## src/rtl/uart_pkg.sv

```systemverilog
// Shared types and widths for the UART receive-side flow-control slice.
package uart_pkg;
    localparam int unsigned UART_DATA_W = 8;
    localparam int unsigned FERR_CNT_W  = 8;

    typedef enum logic {
        RTS_RUN  = 1'b0,
        RTS_HOLD = 1'b1
    } rts_state_t;
endpackage

```

## src/rtl/uart_rx_flow_ctrl_if.sv

```systemverilog
// Receiver-to-consumer byte path: receiver strobe side plus valid/ready head port.
interface uart_rx_flow_ctrl_if;
    import uart_pkg::*;

    logic                   rx_valid;
    logic [UART_DATA_W-1:0] rx_data;
    logic                   rx_ferr;
    logic                   m_valid;
    logic [UART_DATA_W-1:0] m_data;
    logic                   m_ready;

    modport master (
        output rx_valid, rx_data, rx_ferr, m_ready,
        input  m_valid, m_data
    );

    modport slave (
        input  rx_valid, rx_data, rx_ferr, m_ready,
        output m_valid, m_data
    );
endinterface

```

## src/rtl/uart_rx_fifo.sv

```systemverilog
// Synchronous first-word-fall-through FIFO; head word is mem[rd_ptr].
module uart_rx_fifo #(
    parameter int unsigned DEPTH = 16,
    parameter int unsigned WIDTH = 8
) (
    input  logic                     clk,
    input  logic                     rst,
    input  logic                     push,
    input  logic                     pop,
    input  logic [WIDTH-1:0]         din,
    output logic [WIDTH-1:0]         dout,
    output logic                     full,
    output logic                     empty,
    output logic [$clog2(DEPTH):0]   level
);
    localparam int unsigned AW = $clog2(DEPTH);

    logic [WIDTH-1:0] mem [DEPTH];
    logic [AW-1:0]    wr_ptr;
    logic [AW-1:0]    rd_ptr;
    logic [AW:0]      count;

    // Storage carries no reset; validity is tracked solely by count.
    always_ff @(posedge clk) begin
        if (push) begin
            mem[wr_ptr] <= din;
        end
    end

    always_ff @(posedge clk) begin
        if (rst) begin
            wr_ptr <= '0;
            rd_ptr <= '0;
            count  <= '0;
        end else begin
            if (push) begin
                wr_ptr <= wr_ptr + AW'(1);
            end
            if (pop) begin
                rd_ptr <= rd_ptr + AW'(1);
            end
            if (push && !pop) begin
                count <= count + (AW+1)'(1);
            end else if (pop && !push) begin
                count <= count - (AW+1)'(1);
            end
        end
    end

    assign dout  = mem[rd_ptr];
    assign full  = (count == (AW+1)'(DEPTH));
    assign empty = (count == '0);
    assign level = count;
endmodule

```

## src/rtl/uart_rx_flow_ctrl.sv

```systemverilog
// UART receive controller: byte FIFO, RTS hysteresis, framing/overflow statistics.
// Optional build macro UART_RX_FERR_DROP_EN: discard bytes flagged with a framing error.
module uart_rx_flow_ctrl
    import uart_pkg::*;
#(
    parameter int unsigned DEPTH    = 16,
    parameter int unsigned HI_WATER = 12,
    parameter int unsigned LO_WATER = 4
) (
    input  logic                    clk,
    input  logic                    rst,
    uart_rx_flow_ctrl_if.slave      bus,
    output logic                    rts,
    output logic [$clog2(DEPTH):0]  level,
    output logic                    overflow,
    output logic [FERR_CNT_W-1:0]   ferr_cnt,
    input  logic                    stat_clr
);
    localparam int unsigned LW = $clog2(DEPTH) + 1;

    logic          store_req;
    logic          push;
    logic          pop;
    logic          full;
    logic          empty;
    logic [LW-1:0] level_next;
    rts_state_t    state_q;
    rts_state_t    state_d;

`ifdef UART_RX_FERR_DROP_EN
    assign store_req = bus.rx_valid & ~bus.rx_ferr;
`else
    assign store_req = bus.rx_valid;
`endif

    // A pop in the same cycle frees the slot, so a full FIFO can still accept.
    assign pop         = ~empty & bus.m_ready;
    assign push        = store_req & (~full | pop);
    assign bus.m_valid = ~empty;

    uart_rx_fifo #(
        .DEPTH (DEPTH),
        .WIDTH (UART_DATA_W)
    ) u_fifo (
        .clk   (clk),
        .rst   (rst),
        .push  (push),
        .pop   (pop),
        .din   (bus.rx_data),
        .dout  (bus.m_data),
        .full  (full),
        .empty (empty),
        .level (level)
    );

    always_comb begin
        level_next = level;
        if (push && !pop) begin
            level_next = level + LW'(1);
        end else if (pop && !push) begin
            level_next = level - LW'(1);
        end
    end

    always_ff @(posedge clk) begin
        if (rst) begin
            state_q <= RTS_RUN;
        end else begin
            state_q <= state_d;
        end
    end

    always_comb begin
        state_d = state_q;
        case (state_q)
            RTS_RUN:  if (level_next >= LW'(HI_WATER)) state_d = RTS_HOLD;
            RTS_HOLD: if (level_next <= LW'(LO_WATER)) state_d = RTS_RUN;
            default:  state_d = RTS_RUN;
        endcase
    end

    assign rts = (state_q == RTS_RUN);

    always_ff @(posedge clk) begin
        if (rst || stat_clr) begin
            overflow <= 1'b0;
            ferr_cnt <= '0;
        end else begin
            if (store_req && full && !pop) begin
                overflow <= 1'b1;
            end
            if (bus.rx_valid && bus.rx_ferr && (ferr_cnt != '1)) begin
                ferr_cnt <= ferr_cnt + FERR_CNT_W'(1);
            end
        end
    end
endmodule

```

## src/flat_wrapper.sv

```systemverilog
// flat-port wrapper written by rule: the top's interface ports become plain ports
module uart_rx_flow_ctrl_flat import uart_pkg::*;
#(
    parameter int unsigned DEPTH    = 16,
    parameter int unsigned HI_WATER = 12,
    parameter int unsigned LO_WATER = 4
)
  (clk, rst, rts, level, overflow, ferr_cnt, stat_clr, bus_rx_valid, bus_rx_data, bus_rx_ferr, bus_m_ready, bus_m_valid, bus_m_data);
  uart_rx_flow_ctrl_if bus_i ();
  input  logic clk;
  input  logic rst;
  output logic rts;
  output logic [$clog2(DEPTH):0] level;
  output logic overflow;
  output logic [FERR_CNT_W-1:0] ferr_cnt;
  input  logic stat_clr;
  input wire logic [$bits(bus_i.rx_valid)-1:0] bus_rx_valid;
  input wire logic [$bits(bus_i.rx_data)-1:0] bus_rx_data;
  input wire logic [$bits(bus_i.rx_ferr)-1:0] bus_rx_ferr;
  input wire logic [$bits(bus_i.m_ready)-1:0] bus_m_ready;
  output wire logic [$bits(bus_i.m_valid)-1:0] bus_m_valid;
  output wire logic [$bits(bus_i.m_data)-1:0] bus_m_data;
  assign bus_i.rx_valid = bus_rx_valid;
  assign bus_i.rx_data = bus_rx_data;
  assign bus_i.rx_ferr = bus_rx_ferr;
  assign bus_i.m_ready = bus_m_ready;
  assign bus_m_valid = bus_i.m_valid;
  assign bus_m_data = bus_i.m_data;
  uart_rx_flow_ctrl #(.DEPTH(DEPTH), .HI_WATER(HI_WATER), .LO_WATER(LO_WATER)) u_core (.clk(clk), .rst(rst), .bus(bus_i), .rts(rts), .level(level), .overflow(overflow), .ferr_cnt(ferr_cnt), .stat_clr(stat_clr));
endmodule
```

## config.mk

```make
export PLATFORM = sky130hd
export DESIGN_NAME = uart_rx_flow_ctrl_flat
export DESIGN_NICKNAME = d
export VERILOG_FILES = /design/src/rtl/uart_pkg.sv /design/src/rtl/uart_rx_flow_ctrl_if.sv /design/src/rtl/uart_rx_fifo.sv /design/src/rtl/uart_rx_flow_ctrl.sv /design/src/flat_wrapper.sv
export SDC_FILE = /design/constraint.sdc
export NUM_CORES = 1
export LEC_CHECK = 0
export CAP_MARGIN = 30
export CORE_MARGIN = 5
export CORE_UTILIZATION = 56
export CTS_BUF_LIST = sky130_fd_sc_hd__clkbuf_8
export CTS_CLUSTER_DIAMETER = 30
export DETAILED_ROUTE_END_ITERATION = 10
export GPL_TIMING_DRIVEN = 1
export PLACE_DENSITY = 0.85
export SLEW_MARGIN = 10
export SYNTH_ARGS = -nofsm -noshare
export SYNTH_HDL_FRONTEND = slang
export SYNTH_HIERARCHICAL = 1
export SYNTH_SLANG_ARGS = --single-unit
```

## constraint.sdc

```tcl
create_clock -name clk -period 2.75 [get_ports clk]
set_clock_uncertainty 0.05 [all_clocks]
set_input_delay 0.4125 -clock clk [delete_from_list [all_inputs] [get_ports clk]]
set_output_delay 0.4125 -clock clk [all_outputs]
set_load 0.03 [all_outputs]
```

==> impl_metrics.json, run 1 <==
{
  "wl_um": 13000,
  "combPwrFrac_pct": 32.7,
  "ios": 38,
  "drt-vias-per-instance": 5.89,
  "worst_slew_pin_slew_ps": 565,
  "p_int_mw": 4.81,
  "max-clock-path-buffers": 2,
  "power_switching_share_pct": 29.8,
  "overflow": 0,
  "clkTransAtPathRegs_ps": 80,
  "first_pass_iters": 4,
  "hold_class": "reg -> reg",
  "antenna_found_initial": 0,
  "diodes": 0,
  "synth-edff-count": 128,
  "drc_errors": 0,
  "mostFrequentLayoutCells": "edfxtp_1, nor2_1, clkdlybuf4s50_1",
  "ys_ff_latch": 155,
  "gp_congestion": 0.784,
  "grt_pass1_vias": 3825,
  "die_w_um": 117,
  "die_height_um": 117,
  "layout_commonest_cell": "edfxtp_1",
  "post-dp-hpwl_um": 8350,
  "clk_latency_ps": 440,
  "portBuffers": 37,
  "htreeDepth": 4,
  "pwr-share-seq_pct": 40.6,
  "final_cell_area_um2": 7640,
  "dp.cells": 576,
  "cts_buffers": 17,
  "fin_hold_ws_ps": 462,
  "core-area_um2": 11400,
  "critical_path_class": "reg -> out",
  "cts_root_buf": "clkbuf_8",
  "path_cells": "buf_12 -> mux4_1 -> a22oi_2 -> nand2_1 -> buf_2",
  "vias": 3601,
  "leakagePower_nw": 2.66,
  "pwr-share-clk_pct": 26.7,
  "grt_usage_pct": 19.4,
  "ir_drop_uv": 794,
  "period_share_pct": 97.0,
  "critPathTopFamily": "multiplexers",
  "path_buf_inv": 2,
  "stdcell_count": 611,
  "die_area_um2": 13800,
  "setup_violations": 0,
  "cpMaxStageDelayCell": "mux4_1",
  "slowest_delay_ps": 620,
  "required_ps": 2290,
  "ys_async_sr_fraction_pct": 0,
  "area_delta_synth_final_pct": 18.3,
  "drv_slew": 0,
  "first_iter_violations": 292,
  "wl_per_cell_um": 21.2,
  "ant_nets": 0,
  "grt_max_degree": 33,
  "slew_headroom_pct": 62.2,
  "hold_viol_final": 0,
  "syn_area_um2": 6460,
  "clkSinkCount": 155,
  "fin_util_pct": 67.2,
  "grt_pass1_wl_um": 20500,
  "status": "complete, no violations",
  "ys.flop_type": "edfxtp_1",
  "nNetsFinal": 482,
  "powerDensity_nw_per_um2": 897,
  "power.switching_mw": 2.05,
  "min_period_ps": 2670,
  "rows": 39,
  "ys_seq_area_share_pct": 67.9,
  "startpoint_type": "flip-flop",
  "critPathMaxFanout": 11,
  "netlist_instances": 386,
  "ys_types": 52,
  "fmaxAchievable_mhz": 375,
  "drv_cap": 0,
  "cp_data_arrival_time_ps": 2210,
  "cts_tree": "yes",
  "power_mw": 6.86,
  "placed_area_um2": 7140,
  "avgSynthCellArea_um2": 16.7,
  "final_layout_size_suffix_gt1_share_pct": 22.6,
  "ys_warn_count": 6,
  "initial_core_util_pct": 56.8,
  "end_kind": "output port",
  "synth_nets": 413
}
## worst register-to-register path: cells and delay by family, from the launching register on
family	cells	cell delay (ps)
AO/OA/AOI/OAI	2	220
adder cells (fa/ha/maj)	2	550
multiplexers	2	550
flip-flops	1	340
AND/OR/NAND/NOR	4	830
## sequential cells by signal, indices dropped and copies added (netlist names), named ones only
| register | flops |
|---|---|
| u_core/state_q | 1 |
| u_core/u_fifo/rd_ptr | 4 |
| u_core/u_fifo/wr_ptr | 4 |
| u_core/u_fifo/level | 5 |
| u_core/overflow | 1 |
| u_core/u_fifo/mem | 128 |
| u_core/ferr_cnt | 8 |
## Yosys cell counts, types with 2 or more instances
cell / n / area, um2
nor2b_1: 3 / 18.8
nor3_1: 4 / 20.0
nor4_1: 2 / 12.5
or3_1: 2 / 12.5
o21a_1: 2 / 15.0
xor2_1: 10 / 87.6
a21oi_1: 5 / 25.0
a22oi_1: 17 / 128
a211oi_1: 2 / 15.0
dfxtp_1: 27 / 541
and2_1: 18 / 113
a31oi_1: 2 / 12.5
xnor2_1: 4 / 35.0
clkbuf_1: 5 / 18.8
buf_6: 3 / 33.8
ha_1: 12 / 150
edfxtp_1: 128 / 3840
clkdlybuf4s25_2: 3 / 30.0
nand3_1: 6 / 30.0
nor2_1: 33 / 124
inv_1: 12 / 45.0
mux4_2: 18 / 405
buf_2: 3 / 15.0
and3_1: 2 / 12.5
mux4_1: 14 / 368
mux2i_1: 4 / 40.0
nand4_1: 4 / 25.0
nand2_1: 17 / 63.8
## metal layers
layer	routed length (um)	share of wire (%)	track usage [%]	up-vias
met2	7090	55	34.1	122
met1	5070	39	23.7	1825
met4	116	0.89	5.15	0
met5	0	0	0	-
li1	-	-	-	1639
met3	693	5.3	5.34	15
## cell type report
| class | instances | area, um2 |
|---|---|---|
| Timing Repair Buffer | 65 | 607 |
| Clock inverter | 13 | 174 |
| Inverter | 13 | 48.8 |
| Multi-Input combinational cell | 203 | 1980 |
| Tap cell | 143 | 179 |
| Fill cell | 745 | 3730 |
| Clock buffer | 19 | 262 |
| Sequential cell | 155 | 4400 |
## timing repair
| action | 4_1_cts | 5_1_grt |
|---|---|---|
| pin swaps | 0 | 2 |
| endpoints found under the hold margin | 0 | 0 |
| setup buffers | 1 | 1 |
| hold buffers | 0 | 0 |
| resized for setup | 25 | 23 |
| endpoints found under the setup margin | 9 | 10 |
| gates cloned | 1 | 0 |
## worst paths after layout
path / start / to / slack [ps] / cells past startpoint
max reg2reg: u_core/u_fifo/level[3] / u_core/u_fifo/level[4] / 110 / 10
max: flip-flop / bus_m_data[6] / 80 / 5
min reg2reg: u_core/ferr_cnt[6] / u_core/ferr_cnt[6] / 460 / 2
min: u_core/ferr_cnt[6] / u_core/ferr_cnt[6] / 460 / 2
## power groups by stage
stage | registers (mW) | logic (mW) | clock network, mW
after floorplan | 2.89 | 1.33 | 0
after global placement | 2.80 | 2.06 | 0
after detailed placement | 2.81 | 2.14 | 0
after CTS | 2.78 | 2.22 | 1.86
after global routing | 2.80 | 2.41 | 1.98
final | 2.79 | 2.24 | 1.83
## logic make-up after synthesis
| group | count (synthesis) | share of synthesized area, % |
|---|---|---|
| flops | 155 | 67.9 |
| simple gates | 104 | 8.52 |
| mux | 37 | 12.8 |
| compound gates | 35 | 3.95 |
| buf+inv | 28 | 2.38 |
| xor+xnor | 14 | 1.90 |
| fa+ha+maj | 13 | 2.63 |
## through the flow
stage | setup WS (ps) | TNS (ps)
after floorplan | 28.6 | 0
after global placement | -53.1 | -91.9
after detailed placement | -149 | -290
after CTS | 0.654 | 0
after global routing | -27.3 | -41.5
final | 81.6 | 0
Note: power is estimated with default switching activity, not from simulation.
==> run 2: changes to the inputs <==
Settings changed: CORE_MARGIN 5 to 10, CORE_UTILIZATION 56 to 53, PLACE_DENSITY 0.85 to 0.81.
==> run 2 against run 1 <==
  * Critical path type unchanged
  * First-iteration DRC count fell by 27%
  * Cell count rose by 0.65%
  * Flip-flop and latch count did not move
  * Design area barely moved
  * Global-route usage fell by 4.1 points
==> impl_metrics.json, run 2 (same netlist as run 1, synthesis figures left out) <==
{
  "status": "complete, no violations",
  "min_period_ps": 2680,
  "final_layout_size_suffix_gt1_share_pct": 23.7,
  "die_w_um": 130,
  "ff_latch_area_um2": 4400,
  "multi_input_area_um2": 2010,
  "post-dp-hpwl_um": 8230,
  "largest_register_ffs": 128,
  "dp.cells": 579,
  "cts_buffers": 17,
  "vias": 3600,
  "clkTransAtPathRegs_ps": 80,
  "antenna_found_initial": 0,
  "initial_core_util_pct": 54.0,
  "hold_class": "reg -> reg",
  "required_ps": 2290,
  "drv_slew": 0,
  "clk_latency_ps": 440,
  "powerDensity_nw_per_um2": 884,
  "mostFrequentLayoutCells": "edfxtp_1, nor2_1, clkdlybuf4s50_1",
  "critical_path_class": "reg -> out",
  "end_kind": "output port",
  "r2r_start": "u_core/u_fifo/level[3]",
  "worstReg2RegEnd": "u_core/u_fifo/level[3]",
  "period_share_pct": 97.6,
  "drc_errors": 0,
  "ant_nets": 0,
  "leakagePower_nw": 2.64,
  "grt_pass1_vias": 3751,
  "met1_usage_pct": 18.7,
  "core-area_um2": 12000,
  "critPathMaxFanout": 16,
  "wl_um": 12300,
  "portBuffers": 37,
  "first_pass_iters": 4,
  "hold_depth": 2,
  "cts_root_buf": "clkbuf_8",
  "largest-register": "u_core/u_fifo/mem",
  "final.fill_count": 800,
  "diodes": 0,
  "path_cells": "buf_12 -> buf_4 -> mux4_2 -> a22oi_1 -> nand2_1 -> clkdlybuf4s15_2",
  "layout_commonest_cell": "edfxtp_1",
  "slew_headroom_pct": 61.2,
  "overflow": 0,
  "pre_cts_slack_ps": -197,
  "setup_violations": 0,
  "die_area_um2": 17000,
  "hold_buffers": 0,
  "area_delta_synth_final_pct": 18.2,
  "met2_usage_pct": 25.2,
  "setup_ws_ps": 66.4,
  "cpMaxStageDelayCell": "mux4_2",
  "use_met3_pct": 4.11,
  "final.setup.tns_ps": 0,
  "max-clock-path-buffers": 2,
  "cp_data_arrival_time_ps": 2220,
  "slowest_delay_ps": 500,
  "grt_pass1_wl_um": 19700,
  "hold_viol_final": 0,
  "stdcell_count": 615,
  "clkSinkCount": 155,
  "worst_slew_pin_slew_ps": 580,
  "ios": 38,
  "fin_hold_ws_ps": 436,
  "nNetsFinal": 482,
  "reg2reg_slack_ps": 140,
  "first_iter_violations": 212,
  "drv_cap": 0,
  "fmaxAchievable_mhz": 373,
  "grt_max_degree": 33,
  "cts_tree": "yes",
  "grt.busiest_layer": "met2",
  "htreeDepth": 4,
  "gp_congestion": 0.787,
  "grt_usage_pct": 15.4,
  "grt_setup_unrepaired": "yes",
  "startpoint_type": "flip-flop",
  "ir_drop_uv": 889,
  "worstSetupEndpoint": "bus_m_data[1]",
  "rows": 40,
  "reg2reg_depth": 13,
  "power_mw": 6.75,
  "die_height_um": 130,
  "wl_per_cell_um": 20.1,
  "drt-vias-per-instance": 5.85
}
==> run 2: metrics by stage <==
step / area, um2 / util (%)
2_1_floorplan: 6480 / -
3_3_place_gp: 7150 / 59.8
3_5_place_dp: 7150 / 59.8
4_1_cts: 7570 / 63.3
5_1_grt: 7640 / 63.8
6_report: 7640 / 63.8
==> run 2: worst min-delay path by stage <==
stage                            startpoint               to  slack, ps
finish                      u_core/overflow  u_core/overflow        440
global route                u_core/overflow  u_core/overflow        490
floorplan           u_core/u_fifo/rd_ptr[3]        flip-flop        430
global placement            u_core/overflow  u_core/overflow        430
detailed placement          u_core/overflow  u_core/overflow        420
CTS                         u_core/overflow  u_core/overflow        440
==> run 2: per-layer routing <==
| metal | share of wire [%] | wire (um) |
|---|---|---|
| met1 | 42 | 5220 |
| met2 | 51 | 6290 |
| met3 | 5.1 | 630 |
| met4 | 1.7 | 206 |
| met5 | 0 | 0 |
==> run 2: area by class of cell <==
| cell class | instances | share of cell area [%] |
|---|---|---|
| clock inverters | 13 | 1.95 |
| multi-input cells | 203 | 26.3 |
| inverters | 13 | 0.639 |
| flip-flops and latches | 155 | 57.6 |
| repair buffers | 65 | 7.73 |
| clock buffers | 19 | 3.42 |
| well taps | 147 | 2.41 |
==> run 2: repair_timing <==
item / 4_1_cts / 5_1_grt
pin swaps: 1 / 3
setup buffers: 0 / 4
resized for setup: 25 / 24
endpoints found under the setup margin: 9 / 10
==> run 2: report_power, final <==
group          leakage (nW)  switching [mW]  total (mW)  internal (mW)
Sequential             1.38           0.102        2.78           2.68
Combinational          1.04            1.13        2.25           1.11
Clock                 0.221           0.787        1.72          0.937
Total                  2.64            2.02        6.75           4.73
==> run 2: worst max-delay path: cells and delay by family, from the launching register on <==
kind / cells / cell delay [ps]
AO/OA/AOI/OAI: 1 / 210
flip-flops: 1 / 400
multiplexers: 1 / 500
buffers and inverters: 3 / 590
AND/OR/NAND/NOR: 1 / 80
